===== config.mk =====
export PLATFORM = sky130hd
export DESIGN_NAME = mbus_master_tx_sched_flat
export DESIGN_NICKNAME = d
export VERILOG_FILES = /design/src/rtl/mbus_master_tx_sched_pkg.sv /design/src/rtl/mbus_master_tx_sched_if.sv /design/src/rtl/mbus_tx_chan_buf.sv /design/src/rtl/mbus_master_tx_sched.sv /design/src/flat_wrapper.sv
export SDC_FILE = /design/constraint.sdc
export NUM_CORES = 1
export LEC_CHECK = 0
export ABC_CLOCK_PERIOD_IN_PS = 3000
export BUFFER_PORTS_ARGS = -buffer_cell sky130_fd_sc_hd__buf_2
export CORE_MARGIN = 1.5
export CORE_UTILIZATION = 35
export CTS_CLUSTER_SIZE = 25
export DETAILED_ROUTE_END_ITERATION = 8
export PLACE_DENSITY = 0.52
export REMOVE_ABC_BUFFERS = 1
export SYNTH_ARGS = -nofsm -noshare
export SYNTH_HDL_FRONTEND = slang
export SYNTH_SLANG_ARGS = --single-unit

===== constraint.sdc =====
create_clock -name CLKIN -period 3 [get_ports CLKIN]
set_clock_uncertainty 0.15 [all_clocks]
set_input_delay 0.6 -clock CLKIN [delete_from_list [all_inputs] [get_ports CLKIN]]
set_output_delay 0.6 -clock CLKIN [all_outputs]
set_load 0.02 [all_outputs]

===== src/rtl/mbus_master_tx_sched_pkg.sv =====
// Shared widths, FSM encoding and index-width helpers for the MBus TX scheduler.
// Optional retry support is enabled with `define MBUS_TX_RETRY_EN.
`ifndef ADDR_WIDTH
`define ADDR_WIDTH 8
`endif
`ifndef DATA_WIDTH
`define DATA_WIDTH 32
`endif

package mbus_master_tx_sched_pkg;

    typedef enum logic [2:0] {
        ST_IDLE,
        ST_ARB,
        ST_REQ,
        ST_ACKHI,
        ST_ACKLO,
        ST_RESP,
        ST_RESPCLR
    } tx_state_e;

    function automatic int clog2(input int v);
        int r;
        r = 0;
        for (int i = 0; i < 31; i++) begin
            if ((1 << i) < v) r = i + 1;
        end
        return r;
    endfunction

    // A zero-width index is illegal, so single-entry sizes still get one bit.
    function automatic int idx_w(input int v);
        return (v > 1) ? clog2(v) : 1;
    endfunction

endpackage


===== src/rtl/mbus_master_tx_sched_if.sv =====
// Node-side TX bus of the MBus master: word handshake plus response handshake.
// master = scheduler side, slave = node side.
interface mbus_master_tx_sched_if #(
    parameter int ADDR_W = `ADDR_WIDTH,
    parameter int DATA_W = `DATA_WIDTH
);
    logic [ADDR_W-1:0] TX_ADDR;
    logic [DATA_W-1:0] TX_DATA;
    logic              TX_PEND;
    logic              TX_REQ;
    logic              TX_ACK;
    logic              PRIORITY;
    logic              TX_SUCC;
    logic              TX_FAIL;
    logic              TX_RESP_ACK;

    modport master (
        output TX_ADDR, TX_DATA, TX_PEND, TX_REQ, PRIORITY, TX_RESP_ACK,
        input  TX_ACK, TX_SUCC, TX_FAIL
    );

    modport slave (
        input  TX_ADDR, TX_DATA, TX_PEND, TX_REQ, PRIORITY, TX_RESP_ACK,
        output TX_ACK, TX_SUCC, TX_FAIL
    );
endinterface


===== src/rtl/mbus_tx_chan_buf.sv =====
// One client channel's message buffer: word storage, write/last index,
// addr/prio/trunc capture and ready/full flags.
module mbus_tx_chan_buf
    import mbus_master_tx_sched_pkg::*;
#(
    parameter  int ADDR_W = 8,
    parameter  int DATA_W = 32,
    parameter  int DEPTH  = 4,
    localparam int IW     = idx_w(DEPTH)
) (
    input  logic              clk,
    input  logic              rst_n,
    input  logic              wr_valid,
    input  logic              wr_last,
    input  logic              wr_prio,
    input  logic [ADDR_W-1:0] wr_addr,
    input  logic [DATA_W-1:0] wr_data,
    input  logic [IW-1:0]     rd_idx,
    input  logic              free,
    output logic              ready,
    output logic              full,
    output logic              prio,
    output logic              trunc,
    output logic [ADDR_W-1:0] addr,
    output logic [IW-1:0]     last_idx,
    output logic [DATA_W-1:0] rd_data
);
    logic [DATA_W-1:0] mem_q [DEPTH];
    logic [DATA_W-1:0] mem_d [DEPTH];
    logic [IW-1:0]     wr_idx_q, wr_idx_d;
    logic [IW-1:0]     last_idx_q, last_idx_d;
    logic [ADDR_W-1:0] addr_q, addr_d;
    logic              prio_q, prio_d;
    logic              trunc_q, trunc_d;
    logic              full_q, full_d;
    logic              acc;
    logic              at_end;

    always_comb begin
        mem_d      = mem_q;
        wr_idx_d   = wr_idx_q;
        last_idx_d = last_idx_q;
        addr_d     = addr_q;
        prio_d     = prio_q;
        trunc_d    = trunc_q;
        full_d     = full_q;
        acc        = wr_valid && !full_q;
        at_end     = (wr_idx_q == IW'(DEPTH - 1));
        if (acc) begin
            mem_d[wr_idx_q] = wr_data;
            if (wr_idx_q == '0) begin
                addr_d = wr_addr;
                prio_d = wr_prio;
            end
            // Running out of slots without LAST force-closes the message.
            if (wr_last || at_end) begin
                full_d     = 1'b1;
                last_idx_d = wr_idx_q;
                trunc_d    = !wr_last;
            end else begin
                wr_idx_d = wr_idx_q + 1'b1;
            end
        end
        if (free) begin
            full_d   = 1'b0;
            wr_idx_d = '0;
            trunc_d  = 1'b0;
        end
    end

    always_ff @(posedge clk or negedge rst_n) begin
        if (!rst_n) begin
            for (int i = 0; i < DEPTH; i++) mem_q[i] <= '0;
            wr_idx_q   <= '0;
            last_idx_q <= '0;
            addr_q     <= '0;
            prio_q     <= 1'b0;
            trunc_q    <= 1'b0;
            full_q     <= 1'b0;
        end else begin
            mem_q      <= mem_d;
            wr_idx_q   <= wr_idx_d;
            last_idx_q <= last_idx_d;
            addr_q     <= addr_d;
            prio_q     <= prio_d;
            trunc_q    <= trunc_d;
            full_q     <= full_d;
        end
    end

    assign ready    = !full_q;
    assign full     = full_q;
    assign prio     = prio_q;
    assign trunc    = trunc_q;
    assign addr     = addr_q;
    assign last_idx = last_idx_q;
    assign rd_data  = mem_q[rd_idx];
endmodule


===== src/rtl/mbus_master_tx_sched.sv =====
// Multi-channel MBus TX scheduler: prio/round-robin arbiter, word and response
// handshake FSM, node-input synchronisers. Retry on failure: MBUS_TX_RETRY_EN.
module mbus_master_tx_sched
    import mbus_master_tx_sched_pkg::*;
#(
    parameter int NUM_CH    = 4,
    parameter int ADDR_W    = `ADDR_WIDTH,
    parameter int DATA_W    = `DATA_WIDTH,
    parameter int DEPTH     = 4,
    parameter int MAX_RETRY = 3
) (
    input  logic                     CLKIN,
    input  logic                     RESETn,
    input  logic [NUM_CH-1:0]        CH_VALID,
    output logic [NUM_CH-1:0]        CH_READY,
    input  logic [NUM_CH-1:0]        CH_LAST,
    input  logic [NUM_CH-1:0]        CH_PRIO,
    input  logic [NUM_CH*ADDR_W-1:0] CH_ADDR,
    input  logic [NUM_CH*DATA_W-1:0] CH_DATA,
    output logic [NUM_CH-1:0]        CH_DONE,
    output logic [NUM_CH-1:0]        CH_ERR,
    output logic [NUM_CH-1:0]        CH_TRUNC,
    mbus_master_tx_sched_if.master   tx
);
    localparam int IW = idx_w(DEPTH);
    localparam int CW = idx_w(NUM_CH);

    if (NUM_CH < 1 || NUM_CH > 8 || DEPTH < 1 || MAX_RETRY < 0) begin : g_bad_cfg
        $error("mbus_master_tx_sched: unsupported parameter set");
    end

    logic [NUM_CH-1:0] b_full, b_prio, b_trunc, free_ch;
    logic [ADDR_W-1:0] b_addr [NUM_CH];
    logic [IW-1:0]     b_last [NUM_CH];
    logic [DATA_W-1:0] b_data [NUM_CH];

    tx_state_e         state_q, state_d;
    logic [CW-1:0]     ch_q, ch_d, rr_q, rr_d;
    logic [IW-1:0]     word_q, word_d;
    logic              fail_q, fail_d;
    logic              req_q, req_d;
    logic              rack_q, rack_d;
    logic [ADDR_W-1:0] addr_q, addr_d;
    logic [DATA_W-1:0] data_q, data_d;
    logic              pend_q, pend_d;
    logic              prio_q, prio_d;
    logic [NUM_CH-1:0] done_q, done_d, err_q, err_d, trunc_q, trunc_d;
    logic [2:0]        sync1_q, sync2_q;
    logic              ack_s, succ_s, fail_s;
    logic              close_msg;
    logic [CW-1:0]     win, win_hi, win_lo;
    logic              hit_hi, hit_lo;

`ifdef MBUS_TX_RETRY_EN
    localparam int RW = idx_w(MAX_RETRY + 1);
    logic [RW-1:0] retry_q, retry_d;
`endif

    for (genvar i = 0; i < NUM_CH; i++) begin : g_ch
        mbus_tx_chan_buf #(
            .ADDR_W(ADDR_W),
            .DATA_W(DATA_W),
            .DEPTH (DEPTH)
        ) u_buf (
            .clk     (CLKIN),
            .rst_n   (RESETn),
            .wr_valid(CH_VALID[i]),
            .wr_last (CH_LAST[i]),
            .wr_prio (CH_PRIO[i]),
            .wr_addr (CH_ADDR[i*ADDR_W +: ADDR_W]),
            .wr_data (CH_DATA[i*DATA_W +: DATA_W]),
            .rd_idx  (word_q),
            .free    (free_ch[i]),
            .ready   (CH_READY[i]),
            .full    (b_full[i]),
            .prio    (b_prio[i]),
            .trunc   (b_trunc[i]),
            .addr    (b_addr[i]),
            .last_idx(b_last[i]),
            .rd_data (b_data[i])
        );
    end

    always_ff @(posedge CLKIN or negedge RESETn) begin
        if (!RESETn) begin
            sync1_q <= '0;
            sync2_q <= '0;
        end else begin
            sync1_q <= {tx.TX_FAIL, tx.TX_SUCC, tx.TX_ACK};
            sync2_q <= sync1_q;
        end
    end

    assign ack_s  = sync2_q[0];
    assign succ_s = sync2_q[1];
    assign fail_s = sync2_q[2];

    // First full channel at or after the RR pointer, per priority class.
    always_comb begin
        logic [CW:0]   s;
        logic [CW-1:0] j;
        s      = '0;
        j      = '0;
        win_hi = '0;
        win_lo = '0;
        hit_hi = 1'b0;
        hit_lo = 1'b0;
        for (int i = 0; i < NUM_CH; i++) begin
            s = {1'b0, rr_q} + (CW+1)'(i);
            if (s >= (CW+1)'(NUM_CH)) s = s - (CW+1)'(NUM_CH);
            j = s[CW-1:0];
            if (b_full[j] && b_prio[j] && !hit_hi) begin
                hit_hi = 1'b1;
                win_hi = j;
            end
            if (b_full[j] && !b_prio[j] && !hit_lo) begin
                hit_lo = 1'b1;
                win_lo = j;
            end
        end
        win = hit_hi ? win_hi : win_lo;
    end

    always_comb begin
        state_d   = state_q;
        ch_d      = ch_q;
        rr_d      = rr_q;
        word_d    = word_q;
        fail_d    = fail_q;
        req_d     = req_q;
        rack_d    = rack_q;
        addr_d    = addr_q;
        data_d    = data_q;
        pend_d    = pend_q;
        prio_d    = prio_q;
        done_d    = '0;
        err_d     = '0;
        trunc_d   = '0;
        free_ch   = '0;
        close_msg = 1'b0;
`ifdef MBUS_TX_RETRY_EN
        retry_d   = retry_q;
`endif
        unique case (state_q)
            ST_IDLE: if (|b_full) state_d = ST_ARB;
            ST_ARB: begin
                ch_d    = win;
                word_d  = '0;
                fail_d  = 1'b0;
                state_d = ST_REQ;
            end
            ST_REQ: begin
                addr_d  = b_addr[ch_q];
                data_d  = b_data[ch_q];
                pend_d  = (word_q != b_last[ch_q]);
                prio_d  = b_prio[ch_q];
                req_d   = 1'b1;
                state_d = ST_ACKHI;
            end
            ST_ACKHI: if (ack_s || fail_s) begin
                req_d   = 1'b0;
                fail_d  = fail_s;
                state_d = ST_ACKLO;
            end
            ST_ACKLO: begin
                if (fail_s) fail_d = 1'b1;
                if (!ack_s) begin
                    if (fail_s || fail_q || !pend_q) begin
                        state_d = ST_RESP;
                    end else begin
                        word_d  = word_q + 1'b1;
                        state_d = ST_REQ;
                    end
                end
            end
            ST_RESP: if (fail_q || fail_s || succ_s) begin
                rack_d  = 1'b1;
                fail_d  = fail_q || fail_s;
                state_d = ST_RESPCLR;
            end
            ST_RESPCLR: if (!succ_s && !fail_s) begin
                rack_d    = 1'b0;
                state_d   = ST_IDLE;
                close_msg = 1'b1;
`ifdef MBUS_TX_RETRY_EN
                if (fail_q && retry_q < RW'(MAX_RETRY)) begin
                    close_msg = 1'b0;
                    retry_d   = retry_q + 1'b1;
                    word_d    = '0;
                    fail_d    = 1'b0;
                    state_d   = ST_REQ;
                end else begin
                    retry_d = '0;
                end
`endif
                if (close_msg) begin
                    done_d[ch_q]  = 1'b1;
                    err_d[ch_q]   = fail_q;
                    trunc_d[ch_q] = b_trunc[ch_q];
                    free_ch[ch_q] = 1'b1;
                    rr_d = (ch_q == CW'(NUM_CH - 1)) ? '0 : ch_q + 1'b1;
                end
            end
            default: state_d = ST_IDLE;
        endcase
    end

    always_ff @(posedge CLKIN or negedge RESETn) begin
        if (!RESETn) begin
            state_q <= ST_IDLE;
            ch_q    <= '0;
            rr_q    <= '0;
            word_q  <= '0;
            fail_q  <= 1'b0;
            req_q   <= 1'b0;
            rack_q  <= 1'b0;
            addr_q  <= '0;
            data_q  <= '0;
            pend_q  <= 1'b0;
            prio_q  <= 1'b0;
            done_q  <= '0;
            err_q   <= '0;
            trunc_q <= '0;
`ifdef MBUS_TX_RETRY_EN
            retry_q <= '0;
`endif
        end else begin
            state_q <= state_d;
            ch_q    <= ch_d;
            rr_q    <= rr_d;
            word_q  <= word_d;
            fail_q  <= fail_d;
            req_q   <= req_d;
            rack_q  <= rack_d;
            addr_q  <= addr_d;
            data_q  <= data_d;
            pend_q  <= pend_d;
            prio_q  <= prio_d;
            done_q  <= done_d;
            err_q   <= err_d;
            trunc_q <= trunc_d;
`ifdef MBUS_TX_RETRY_EN
            retry_q <= retry_d;
`endif
        end
    end

    assign tx.TX_ADDR     = addr_q;
    assign tx.TX_DATA     = data_q;
    assign tx.TX_PEND     = pend_q;
    assign tx.TX_REQ      = req_q;
    assign tx.PRIORITY    = prio_q;
    assign tx.TX_RESP_ACK = rack_q;
    assign CH_DONE        = done_q;
    assign CH_ERR         = err_q;
    assign CH_TRUNC       = trunc_q;
endmodule


===== src/flat_wrapper.sv =====
// flat-port wrapper written by rule: the top's interface ports become plain ports
module mbus_master_tx_sched_flat import mbus_master_tx_sched_pkg::*;
#(
    parameter int NUM_CH    = 4,
    parameter int ADDR_W    = `ADDR_WIDTH,
    parameter int DATA_W    = `DATA_WIDTH,
    parameter int DEPTH     = 4,
    parameter int MAX_RETRY = 3
)
  (CLKIN, RESETn, CH_VALID, CH_READY, CH_LAST, CH_PRIO, CH_ADDR, CH_DATA, CH_DONE, CH_ERR, CH_TRUNC, tx_TX_ADDR, tx_TX_DATA, tx_TX_PEND, tx_TX_REQ, tx_PRIORITY, tx_TX_RESP_ACK, tx_TX_ACK, tx_TX_SUCC, tx_TX_FAIL);
  mbus_master_tx_sched_if #(.ADDR_W(ADDR_W), .DATA_W(DATA_W)) tx_i ();
  input  logic CLKIN;
  input  logic RESETn;
  input  logic [NUM_CH-1:0] CH_VALID;
  output logic [NUM_CH-1:0] CH_READY;
  input  logic [NUM_CH-1:0] CH_LAST;
  input  logic [NUM_CH-1:0] CH_PRIO;
  input  logic [NUM_CH*ADDR_W-1:0] CH_ADDR;
  input  logic [NUM_CH*DATA_W-1:0] CH_DATA;
  output logic [NUM_CH-1:0] CH_DONE;
  output logic [NUM_CH-1:0] CH_ERR;
  output logic [NUM_CH-1:0] CH_TRUNC;
  output wire logic [$bits(tx_i.TX_ADDR)-1:0] tx_TX_ADDR;
  output wire logic [$bits(tx_i.TX_DATA)-1:0] tx_TX_DATA;
  output wire logic [$bits(tx_i.TX_PEND)-1:0] tx_TX_PEND;
  output wire logic [$bits(tx_i.TX_REQ)-1:0] tx_TX_REQ;
  output wire logic [$bits(tx_i.PRIORITY)-1:0] tx_PRIORITY;
  output wire logic [$bits(tx_i.TX_RESP_ACK)-1:0] tx_TX_RESP_ACK;
  input wire logic [$bits(tx_i.TX_ACK)-1:0] tx_TX_ACK;
  input wire logic [$bits(tx_i.TX_SUCC)-1:0] tx_TX_SUCC;
  input wire logic [$bits(tx_i.TX_FAIL)-1:0] tx_TX_FAIL;
  assign tx_TX_ADDR = tx_i.TX_ADDR;
  assign tx_TX_DATA = tx_i.TX_DATA;
  assign tx_TX_PEND = tx_i.TX_PEND;
  assign tx_TX_REQ = tx_i.TX_REQ;
  assign tx_PRIORITY = tx_i.PRIORITY;
  assign tx_TX_RESP_ACK = tx_i.TX_RESP_ACK;
  assign tx_i.TX_ACK = tx_TX_ACK;
  assign tx_i.TX_SUCC = tx_TX_SUCC;
  assign tx_i.TX_FAIL = tx_TX_FAIL;
  mbus_master_tx_sched #(.NUM_CH(NUM_CH), .ADDR_W(ADDR_W), .DATA_W(DATA_W), .DEPTH(DEPTH), .MAX_RETRY(MAX_RETRY)) u_core (.CLKIN(CLKIN), .RESETn(RESETn), .CH_VALID(CH_VALID), .CH_READY(CH_READY), .CH_LAST(CH_LAST), .CH_PRIO(CH_PRIO), .CH_ADDR(CH_ADDR), .CH_DATA(CH_DATA), .CH_DONE(CH_DONE), .CH_ERR(CH_ERR), .CH_TRUNC(CH_TRUNC), .tx(tx_i));
endmodule

==> summary.md, run 1 <==
| Metric | Value |
|---|---|
| Total global-route track usage | 19.3% |
| R2R depth | 5 |
| Post-placement cell area | 31800 um^2 |
| Util after Layout | 42.0% |
| Crit path launch type | flip-flop |
| Leakage | 0.0155 uW |
| Max Freq | 390 MHz |
| Die ar. | 84100 um^2 |
| DR WL/cell | 25.2 um |
| DRC Markers | 0 |
| Most common cell in the netlist | dfrtp_1 |
| Rel. slew slack | 51.5% |
| First-pass GRT wire length | 122 mm |
| Critical Path Sink Type | flip-flop |
| HPWL Detailed | 49.0 mm |
| Cts bufs inserted | 75 |
| Pin count of the biggest net entering global routing | 80 |
| Avg Cell Area, Syn | 16.4 um^2 |
| Vias in the first global route | 18359 |
| Synthesized instance count | 1757 |
| Sequential power share | 40.9% |
| Post-synthesis adder-cell area fraction | 0.868% |
| Rows | 105 |
| DR iter-0 viols | 801 |
| Post-synth top cells | dfrtp_1, mux2_2, mux4_2, buf_1, clkbuf_1 |
| Setup crit start | u_core.rr_q[0]$_DFFE_PN0P_ |
| Async set or reset register ratio after synthesis | 100% |
| Dpl ws | 448 ps |
| Initial core utilization | 35.2% |
| Compound-cell area share of the yosys netlist | 1.34% |
| Post-CTS Hold Buffers | 4 |
| Outcome | finished, final reports clean |
| Worst-skew pair later-pin latency | 620 ps |
| Arr. time, crit path | 2920 ps |
| Combinational power share | 33.5% |
| Synth Area in Simple Gates | 1.86% |
| Via-per-instance ratio | 5.30 |
| Critical R2R Capture | u_core.ch_q[1]$_DFFE_PN0N_ |
| Mux share of post-synthesis cell area | 37.6% |
| Reg-to-Reg Start | u_core.rr_q[0]$_DFFE_PN0P_ |
| Die width | 290 um |
| Fillers | 7405 |
| Core footprint | 81800 um^2 |
| Most area-consuming cells after synthesis | dfrtp_1, mux2_2, mux4_2 |
| Worst slew pin tran | 727 ps |
| RSZ-0062 raised after global routing | false |
| Syn. warnings | 0 |
| Footprint of the multi-input gates | 12200 um^2 |
| Synth Register Bits | 644 |
| Number of buffers added on ports | 236 |
| Layout Cells excl Fill | 3147 |
| Worst Hold Class | input pin to flip-flop |
| Critical Path RT | 3350 ps |
| Fin area | 34400 um^2 |
| Hold path startpoint | CH_LAST[0] |
| CTS HTree Levels | 3 |
| WHS Path Cells | 2 |
| Unique masters post-synth | 50 |
| Sw Share | 29.5% |
| Post-CTS setup buffer count | 0 |
| I/O Pins | 237 |
| Pwr Density | 1060 nW/um^2 |
| Switching power | 10800 uW |
| Initial antenna violation count | 21 |
| Worst-path clk slew | 60 ps |
| Nets@finish | 2217 |
| Die Y | 290 um |
| DRT Pass-1 Iters | 4 |
| Post-CTS sizing | 0 |
| Period utilization | 85.4% |
| Area growth, synth to finish | 19.4% |
| Hold Vio Cnt, Final | 0 |
| Setup ws final | 437 ps |
| Clk root buf | clkbuf_16 |
| EDFF count, synth | 0 |
| Cell Area, Synth | 28800 um^2 |
| Hold Path End | u_core.g_ch[0].u_buf.trunc$_DFFE_PN0P_ |
| Largest family of logic cells by synthesized area | multiplexers |
| Peak supply drop | 0.000455 V |
| Routed Antenna Nets | 0 |
| Main synth FF type | dfrtp_1 |
| Post-synthesis xor/xnor area fraction | 0.213% |
| Minimum clock period | 2560 ps |
| Power share of the clock group | 25.6% |
| Seq/Total Area, Yosys | 55.9% |
| Setup tns final | 0 ps |
| R2R setup slack | 440 ps |
| Placed Cells | 3009 |
| Share of Yosys cell area claimed by the top area cell type | 55.9% |
| Max Slew Vio Count | 0 |
| Share of cells above drive strength 1 | 58.9% |
| Kind of critical path | flip-flop to flip-flop |
| Gr ovfl total | 0 |
| CP max FO | 18 |
| Total wire length | 79.5 mm |
| Vias | 16673 |
| Internal | 25700 uW |
| Max-Cap Viols | 0 |
| GPL Wtd Cong | 0.820 |
| Bufs on Longest Clock Path | 3 |
| TritonCTS sink count | 644 |
| TritonCTS clock tree | yes |
| Register area | 16100 um^2 |
| Synth area leader | dfrtp_1 |
| Final setup viols | 0 |
-- routing by layer --
metal	GRT usage [%]	vias up	part of all wire, %
li1	-	7118	-
met1	26.8	9033	46
met2	30.9	373	47
met3	4.23	127	5.0
met4	4.90	22	2.0
met5	0	-	0.16
-- registers in the layout (all words and copies together) (netlist names), 2 cells and up --
name / cells
u_core.rr_q: 2
u_core.sync1_q: 3
u_core.g_ch.u_buf.wr_idx_q: 8
u_core.g_ch.u_buf.trunc: 4
u_core.CH_TRUNC: 4
u_core.word_q: 2
u_core.state_q: 3
u_core.g_ch.u_buf.addr: 32
u_core.tx.TX_ADDR: 8
u_core.g_ch.u_buf.full: 4
u_core.g_ch.u_buf.mem_q: 512
u_core.CH_ERR: 4
u_core.ch_q: 2
u_core.CH_DONE: 4
u_core.g_ch.u_buf.last_idx: 8
u_core.sync2_q: 3
u_core.g_ch.u_buf.prio: 4
u_core.tx.TX_DATA: 32
-- cells by family (layout without fill, tap and decap cells) --
| logic type | after synthesis | in the layout |
|---|---|---|
| muxes | 783 | 783 |
| and+or+nand+nor | 105 | 105 |
| xor gates and xnor gates | 7 | 7 |
| adders and majority gates | 20 | 20 |
| AOI/OAI and AO/OA | 55 | 55 |
| other | 0 | 4 |
| DFF | 644 | 644 |
| buffers and inverters | 143 | 459 |
-- worst max-delay path, stage by stage (launching register included) --
cell      delay, ps
dfrtp_1         810
mux4_2          630
nand2b_1        210
a221oi_1        290
o211ai_1        160
o211ai_1        200
-- placed cells by master, fill, tap and decap left out, types with 21 or more instances in the layout --
cell | netlist | final
buf_12 | 0 | 31
mux2_2 | 597 | 597
inv_1 | 21 | 21
buf_2 | 13 | 235
buf_4 | 4 | 36
nor2_1 | 29 | 28
dfrtp_1 | 644 | 641
clkbuf_16 | 0 | 79
mux4_2 | 180 | 180
-- how the worst max path moves through the flow --
stage                                       endpoint  cells after the start  slack, ps
detailed placement        u_core.ch_q[1]$_DFFE_PN0N_                      5        450
global route              u_core.ch_q[1]$_DFFE_PN0N_                      5        320
CTS                       u_core.ch_q[1]$_DFFE_PN0N_                      5        450
finish                    u_core.ch_q[1]$_DFFE_PN0N_                      5        440
global placement          u_core.ch_q[0]$_DFFE_PN0N_                      5        530
floorplan           u_core.tx.TX_DATA[0]$_DFFE_PN0P_                      3      -3670
-- cell type report --
cell class | instances | area share, %
Clock inverter | 20 | 0.727
Multi-Input combinational cell | 970 | 35.4
Timing Repair Buffer | 307 | 6.17
Sequential cell | 644 | 46.9
Clock buffer | 110 | 6.67
Antenna cell | 4 | 0.0291
Tap cell | 1070 | 3.89
Inverter | 22 | 0.244
-- power groups by stage --
stage          combinational, uW  clock, uW  sequential [uW]
6_report                   12200       9330            14900
2_1_floorplan               8170          0            14800
5_1_grt                    13200      10000            15400
4_1_cts                    12400       9610            14900
3_3_place_gp               12000          0            14900
3_5_place_dp               12400          0            15000
-- through the flow --
stage	power, uW	hold WS (ps)
6_report	36400	44.6
5_1_grt	38600	33.9
4_1_cts	36900	4.51
3_5_place_dp	27400	186
3_3_place_gp	26900	188
2_1_floorplan	22900	154
Power figures use the tool's default switching activity.
==> run 2, diff against run 1 <==
- ABC_CLOCK_PERIOD_IN_PS: 3000 -> 3300
- clock period: 3 -> 3.3 ns (I/O delays scaled with it)
==> summary.md, run 2 (synthesis gave the netlist of run 1 again) <==
| Metric | Value |
|---|---|
| Worst-path clk slew | 60 ps (about the same) |
| Leakage | 0.0153 uW (was 0.0155 uW) |
| Pwr Density | 956 nW/um^2 (was 1060 nW/um^2) |
| Die Y | 290 um (unchanged) |
| I/O Pins | 237 (unchanged) |
| CTS HTree Levels | 3 (unchanged) |
| Area growth, synth to finish | 18.2% (was 19.4%) |
| Worst Hold Class | input pin to flip-flop (unchanged) |
| Vias | 16463 (was 16673) |
| Outcome | finished, final reports clean (unchanged) |
| First-pass GRT wire length | 119 mm (was 122 mm) |
| DRT Pass-1 Iters | 5 (was 4) |
| Total global-route track usage | 18.9% (was 19.3%) |
| Most frequent cells in the layout | dfrtp_1, mux2_2, buf_2, mux4_2, clkbuf_16 (unchanged) |
| CP Cell Sequence | buf_12, buf_4, mux4_2, mux4_2, mux2_2 (was mux4_2, nand2b_1, a221oi_1, o211ai_1, o211ai_1) |
| Biggest register | u_core.g_ch.u_buf.mem_q (unchanged) |
| Arr. time, crit path | 2930 ps (was 2920 ps) |
| Cts bufs inserted | 74 (was 75) |
| Pin count of the biggest net entering global routing | 83 (was 80) |
| HPWL Detailed | 50.0 mm (was 49.0 mm) |
| Gr ovfl total | 0 (unchanged) |
| Bufs on Longest Clock Path | 3 (unchanged) |
| Max reg flops | 512 (unchanged) |
| TritonCTS clock tree | yes (unchanged) |
| DR iter-0 viols | 925 (was 801) |
| Total wire length | 78.2 mm (was 79.5 mm) |
| Via-per-instance ratio | 5.25 (was 5.30) |
| Most common cell after layout, fill and taps aside | dfrtp_1 (unchanged) |
| Rel. slew slack | 43.6% (was 51.5%) |
| Die ar. | 84100 um^2 (unchanged) |
| Die width | 290 um (unchanged) |
| Final setup viols | 0 (unchanged) |
| Max Slew Vio Count | 0 (unchanged) |
| Max-Cap Viols | 0 (unchanged) |
| Nets@finish | 2201 (was 2217) |
| Fillers | 7407 (was 7405) |
| Worst path bufs/invs | 2 (was 0) |
| Period utilization | 78.6% (was 85.4%) |
| Initial core utilization | 35.2% (unchanged) |
| Critical Path Sink Type | flip-flop (unchanged) |
| Crit path launch type | flip-flop (unchanged) |
| Critical Path RT | 3630 ps (was 3350 ps) |
| Minimum clock period | 2600 ps (was 2560 ps) |
| R2R setup slack | 700 ps (was 440 ps) |
| Post-placement cell area | 31700 um^2 (was 31800 um^2) |
| Share of cells above drive strength 1 | 58.4% (was 58.9%) |
| Rows | 105 (unchanged) |
| GPL Wtd Cong | 0.781 (was 0.820) |
| DRC Markers | 0 (unchanged) |
| Max incr delay on CP | 630 ps (was 810 ps) |
| Number of buffers added on ports | 236 (unchanged) |
| Max Freq | 385 MHz (was 390 MHz) |
| Core footprint | 81800 um^2 (unchanged) |
| Slowest CP cell | dfrtp_4 (was dfrtp_1) |
| Util after Layout | 41.6% (was 42.0%) |
| Kind of critical path | flip-flop to flip-flop (unchanged) |
| RSZ-0062 raised after global routing | false (unchanged) |
| TritonCTS sink count | 644 (unchanged) |
| Hold Vio Cnt, Final | 0 (unchanged) |
| Largest delay share family, worst path | multiplexers (was flip-flops) |
| Clk root buf | clkbuf_16 (unchanged) |
| DR WL/cell | 25.0 um (was 25.2 um) |
| Vias in the first global route | 18123 (was 18359) |
| Initial antenna violation count | 29 (was 21) |
| Fin area | 34100 um^2 (was 34400 um^2) |
| Peak supply drop | 0.000417 V (was 0.000455 V) |
| Worst-skew pair later-pin latency | 610 ps (was 620 ps) |
| Post-CTS sizing | 0 (unchanged) |
| CP max FO | 19 (was 18) |
| Crit path top cell by count | mux4_2 (was o211ai_1) |
| Routed Antenna Nets | 0 (unchanged) |
| Worst slew pin tran | 846 ps (was 727 ps) |
[run 2: cell types whose count changed in the layout (fill, tap and decap cells not counted), sizes merged, moves of 3 or more]
| cell | before | now |
|---|---|---|
| inv | 24 | 21 |
| buf | 303 | 291 |
| clkbuf | 110 | 116 |
| bufinv | 4 | 0 |
| dlygate4sd3 | 4 | 1 |
[run 2: through the flow]
stage          total power [uW]  std cells  setup slack [ps]  setup TNS (ps)  hold slack, ps
2_1_floorplan             21000       1636             -3370         -115060             181
6_report                  32500       3134               705               0            34.0
5_1_grt                   34500       3133               588               0            5.14
4_1_cts                   33000       3128               675               0            3.95
3_3_place_gp              24600       2997               684               0             191
3_5_place_dp              25000       2997               683               0             192
[run 2: layer usage]
layer / global-route usage (%) / vias to the layer above / wire length (um)
li1: - / 7110 / -
met1: 25.3 / 8844 / 34700
met2: 30.9 / 344 / 37700
met3: 4.20 / 135 / 3500
met4: 5.55 / 30 / 2100
met5: 0 / - / 167
[run 2: cell type report]
type                       instances  area (um^2)  area share (%)
clock buffer                     116         2240            6.58
multi-input combinational        970        12200            35.7
antenna                            6         15.0          0.0441
tap                             1070         1340            3.93
sequential                       644        16100            47.4
timing repair buffer             292         1980            5.81
clock inverter                    14         96.3           0.283
inverter                          22         83.8           0.246
[run 2: what timing repair did]
| action | in CTS | in global routing |
|---|---|---|
| buffers inserted | 0 | 0 |
| hold buffers | 1 | 0 |
| endpoints found under the hold margin | 49 | 0 |
[run 2: final timing paths]
check / from / endpoint / cells after the start
max: u_core.word_q[0]$_DFFE_PN0P_ / u_core.tx.TX_DATA[0]$_DFFE_PN0P_ / 5
max in group asynchronous: RESETn / u_core.g_ch[1].u_buf.addr[6]$_DFFE_PN0P_ / 3
min in group asynchronous: RESETn / u_core.g_ch[0].u_buf.mem_q[35]$_DFFE_PN0P_ / 2
max reg2reg: u_core.word_q[0]$_DFFE_PN0P_ / u_core.tx.TX_DATA[0]$_DFFE_PN0P_ / 5
min reg2reg: u_core.sync1_q[2]$_DFF_PN0_ / u_core.sync2_q[2]$_DFF_PN0_ / 0
min: tx_TX_SUCC / u_core.sync1_q[1]$_DFF_PN0_ / 1
[run 2: report_power, final]
group | internal (uW) | total [uW] | switching [uW] | leakage (uW)
registers | 11500 | 13700 | 2250 | 0.00807
clock network | 4650 | 7870 | 3220 | 0.00116
logic | 6790 | 11000 | 4180 | 0.00611
total | 22900 | 32500 | 9660 | 0.0153
==> run 3, diff against run 2 <==
- ABC_CLOCK_PERIOD_IN_PS: 3300 -> 2300
- PLACE_DENSITY: 0.52 -> 0.54
- clock period: 3.3 -> 2.3 ns (I/O delays scaled with it)
==> summary.md, run 3 (synthesis gave the netlist of run 1 again) <==
| Metric | Value |
|---|---|
| Dpl ws | -86.1 ps (was 683 ps) |
| Most frequent cells in the layout | dfrtp_1, mux2_2, buf_2, mux4_2, dlygate4sd3_1 (was dfrtp_1, mux2_2, buf_2, mux4_2, clkbuf_16) |
| Gr ovfl total | 0 (unchanged) |
| Final setup viols | 28 (was 0) |
| Critical Path Sink Type | flip-flop (unchanged) |
| Kind of critical path | flip-flop to flip-flop (unchanged) |
| Worst-path clk slew | 60 ps (about the same) |
| DRT Pass-1 Iters | 5 (unchanged) |
| GPL Wtd Cong | 0.791 (was 0.781) |
| Die ar. | 84100 um^2 (unchanged) |
| Power share of the clock group | 24.6% (was 24.2%) |
| Crit path launch type | flip-flop (unchanged) |
| Number of buffers added on ports | 236 (unchanged) |
| Cts bufs inserted | 75 (was 74) |
| Post-placement cell area | 32400 um^2 (was 31700 um^2) |
| Period utilization | 103% (was 78.6%) |
| Share of cells above drive strength 1 | 55.6% (was 58.4%) |
| Max-Cap Viols | 0 (unchanged) |
| Failing checks | negative setup slack |
| DR WL/cell | 24.5 um (was 25.0 um) |
| Fin area | 36800 um^2 (was 34100 um^2) |
| TritonCTS sink count | 644 (unchanged) |
| Sw Share | 29.6% (was 29.7%) |
| Combinational power share | 35.4% (was 33.7%) |
| Total wire length | 82.3 mm (was 78.2 mm) |
| RSZ-0062 raised after global routing | true (was false) |
| HPWL Detailed | 53.5 mm (was 50.0 mm) |
| First-pass GRT wire length | 125 mm (was 119 mm) |
| Pwr Density | 1330 nW/um^2 (was 956 nW/um^2) |
| Leakage | 0.0166 uW (was 0.0153 uW) |
| Die Y | 290 um (unchanged) |
| Initial antenna violation count | 9 (was 29) |
| Worst slew pin tran | 561 ps (was 846 ps) |
| M1 WL | 36.8 mm (was 34.7 mm) |
| Area growth, synth to finish | 27.7% (was 18.2%) |
| Switching power | 14400 uW (was 9660 uW) |
| Most common cell after layout, fill and taps aside | dfrtp_1 (unchanged) |
| Vias | 17553 (was 16463) |
| Total power | 48800 uW (was 32500 uW) |
| Max Freq | 421 MHz (was 385 MHz) |
| DRC Markers | 0 (unchanged) |
| Worst-skew pair later-pin latency | 620 ps (was 610 ps) |
| Outcome | finished, violations left (was finished, final reports clean) |
| Met2 Wirelength | 40.6 mm (was 37.7 mm) |
| Rel. slew slack | 62.6% (was 43.6%) |
| Nets@finish | 2430 (was 2201) |
| Minimum clock period | 2380 ps (was 2600 ps) |
| Max reg flops | 512 (unchanged) |
| Setup ws final | -75.4 ps (was 705 ps) |
| Critical Path RT | 2650 ps (was 3630 ps) |
| Arr. time, crit path | 2720 ps (was 2930 ps) |
| CP max FO | 11 (was 19) |
| Bufs on Longest Clock Path | 3 (unchanged) |
| Vias in the first global route | 19413 (was 18123) |
| Routed Antenna Nets | 0 (unchanged) |
| Max Slew Vio Count | 0 (unchanged) |
| Met3 WL post-DR | 3.27 mm (was 3.50 mm) |
| Peak supply drop | 0.000676 V (was 0.000417 V) |
| I/O Pins | 237 (unchanged) |
| Internal | 34300 uW (was 22900 uW) |
| Worst Hold Class | input pin to flip-flop (unchanged) |
| Top sig layer | met5 (unchanged) |
| Via-per-instance ratio | 5.22 (was 5.25) |
| Biggest register | u_core.g_ch.u_buf.mem_q (unchanged) |
| Sequential power share | 40.0% (was 42.1%) |
| Core footprint | 81800 um^2 (unchanged) |
| DR iter-0 viols | 744 (was 925) |
| Pin count of the biggest net entering global routing | 60 (was 83) |
| Total global-route track usage | 19.8% (was 18.9%) |
| TritonCTS clock tree | yes (unchanged) |
| Die width | 290 um (unchanged) |
| CTS HTree Levels | 3 (unchanged) |
| Initial core utilization | 35.2% (unchanged) |
| Rows | 105 (unchanged) |
| Hold Vio Cnt, Final | 0 (unchanged) |
| Clk root buf | clkbuf_16 (unchanged) |
run 3: cell count changes in the layout (fill, tap and decap cells not counted), moves of 4 or more:
cell	previous run	this run
clkbuf_1	20	16
buf_4	26	52
nand2_2	5	13
buf_12	29	58
dlygate4sd3_1	1	167
mux2_4	0	12
nand2_4	11	3
mux2_2	597	585
run 3: path summary, 6_finish.rpt:
| kind | to | startpoint | cells after the start | slack [ps] |
|---|---|---|---|---|
| min in group asynchronous | u_core.g_ch[0].u_buf.mem_q[99]$_DFFE_PN0P_ | RESETn | 2 | 160 |
| min reg2reg | u_core.sync2_q[0]$_DFF_PN0_ | u_core.sync1_q[0]$_DFF_PN0_ | 0 | 210 |
| max | u_core.tx.TX_DATA[2]$_DFFE_PN0P_ | u_core.word_q[0]$_DFFE_PN0P_ | 5 | -80 |
| max reg2reg | u_core.tx.TX_DATA[2]$_DFFE_PN0P_ | u_core.word_q[0]$_DFFE_PN0P_ | 5 | -80 |
| min | u_core.g_ch[3].u_buf.mem_q[43]$_DFFE_PN0P_ | CH_DATA[107] | 2 | 20 |
| max in group asynchronous | u_core.g_ch[3].u_buf.addr[5]$_DFFE_PN0P_ | RESETn | 4 | 880 |
run 3: worst max-delay path, cell delays in order (launching register included):
cell and delay, ps:
dfrtp_4 460, buf_12 180, buf_12 170, mux4_2 520
mux4_2 480, mux2_4 270
run 3: per-stage QoR:
| step | cells | util (%) | setup TNS [ps] | hold slack [ps] |
|---|---|---|---|---|
| finish | 3363 | 45.0 | -1070 | 23.8 |
| detailed placement | 3050 | 39.6 | -1140 | 186 |
| global route | 3361 | 45.0 | -2550 | 14.6 |
| CTS | 3352 | 44.8 | -1110 | 0.390 |
| floorplan | 1636 | - | -167800 | 14.4 |
| global placement | 3050 | 39.6 | -632 | 191 |
run 3: timing repair:
action / CTS / global route
buffers inserted: 3 / 4
pin swaps: 0 / 0
gates cloned: 0 / 2
setup endpoints to repair: 30 / 34
hold endpoints to repair: 804 / 1
hold buffers: 166 / 1
resized for setup: 13 / 13
run 3: power groups by stage:
| stage | combinational [uW] | sequential (uW) | clock (uW) |
|---|---|---|---|
| after floorplan | 10400 | 19200 | 0 |
| after global placement | 16200 | 19500 | 0 |
| after detailed placement | 16700 | 19600 | 0 |
| after CTS | 17200 | 19500 | 12300 |
| after global routing | 18600 | 20100 | 12800 |
| final | 17300 | 19500 | 12000 |
run 3: area by class of cell:
cell class                      instances  area, um^2
Antenna cell                            4        10.0
Sequential cell                       644       16100
Clock buffer                          116        2290
Clock inverter                         17         201
Multi-Input combinational cell        970       12200
Inverter                               22        83.8
Timing Repair Buffer                  520        4570
Tap cell                             1070        1340
Fill cell                            7188       45000
run 3: metal layers:
metal	up-vias	GRT usage [%]
met4	14	4.79
met2	374	33.4
met5	-	0
met1	9482	26.7
met3	124	3.38
li1	7559	-
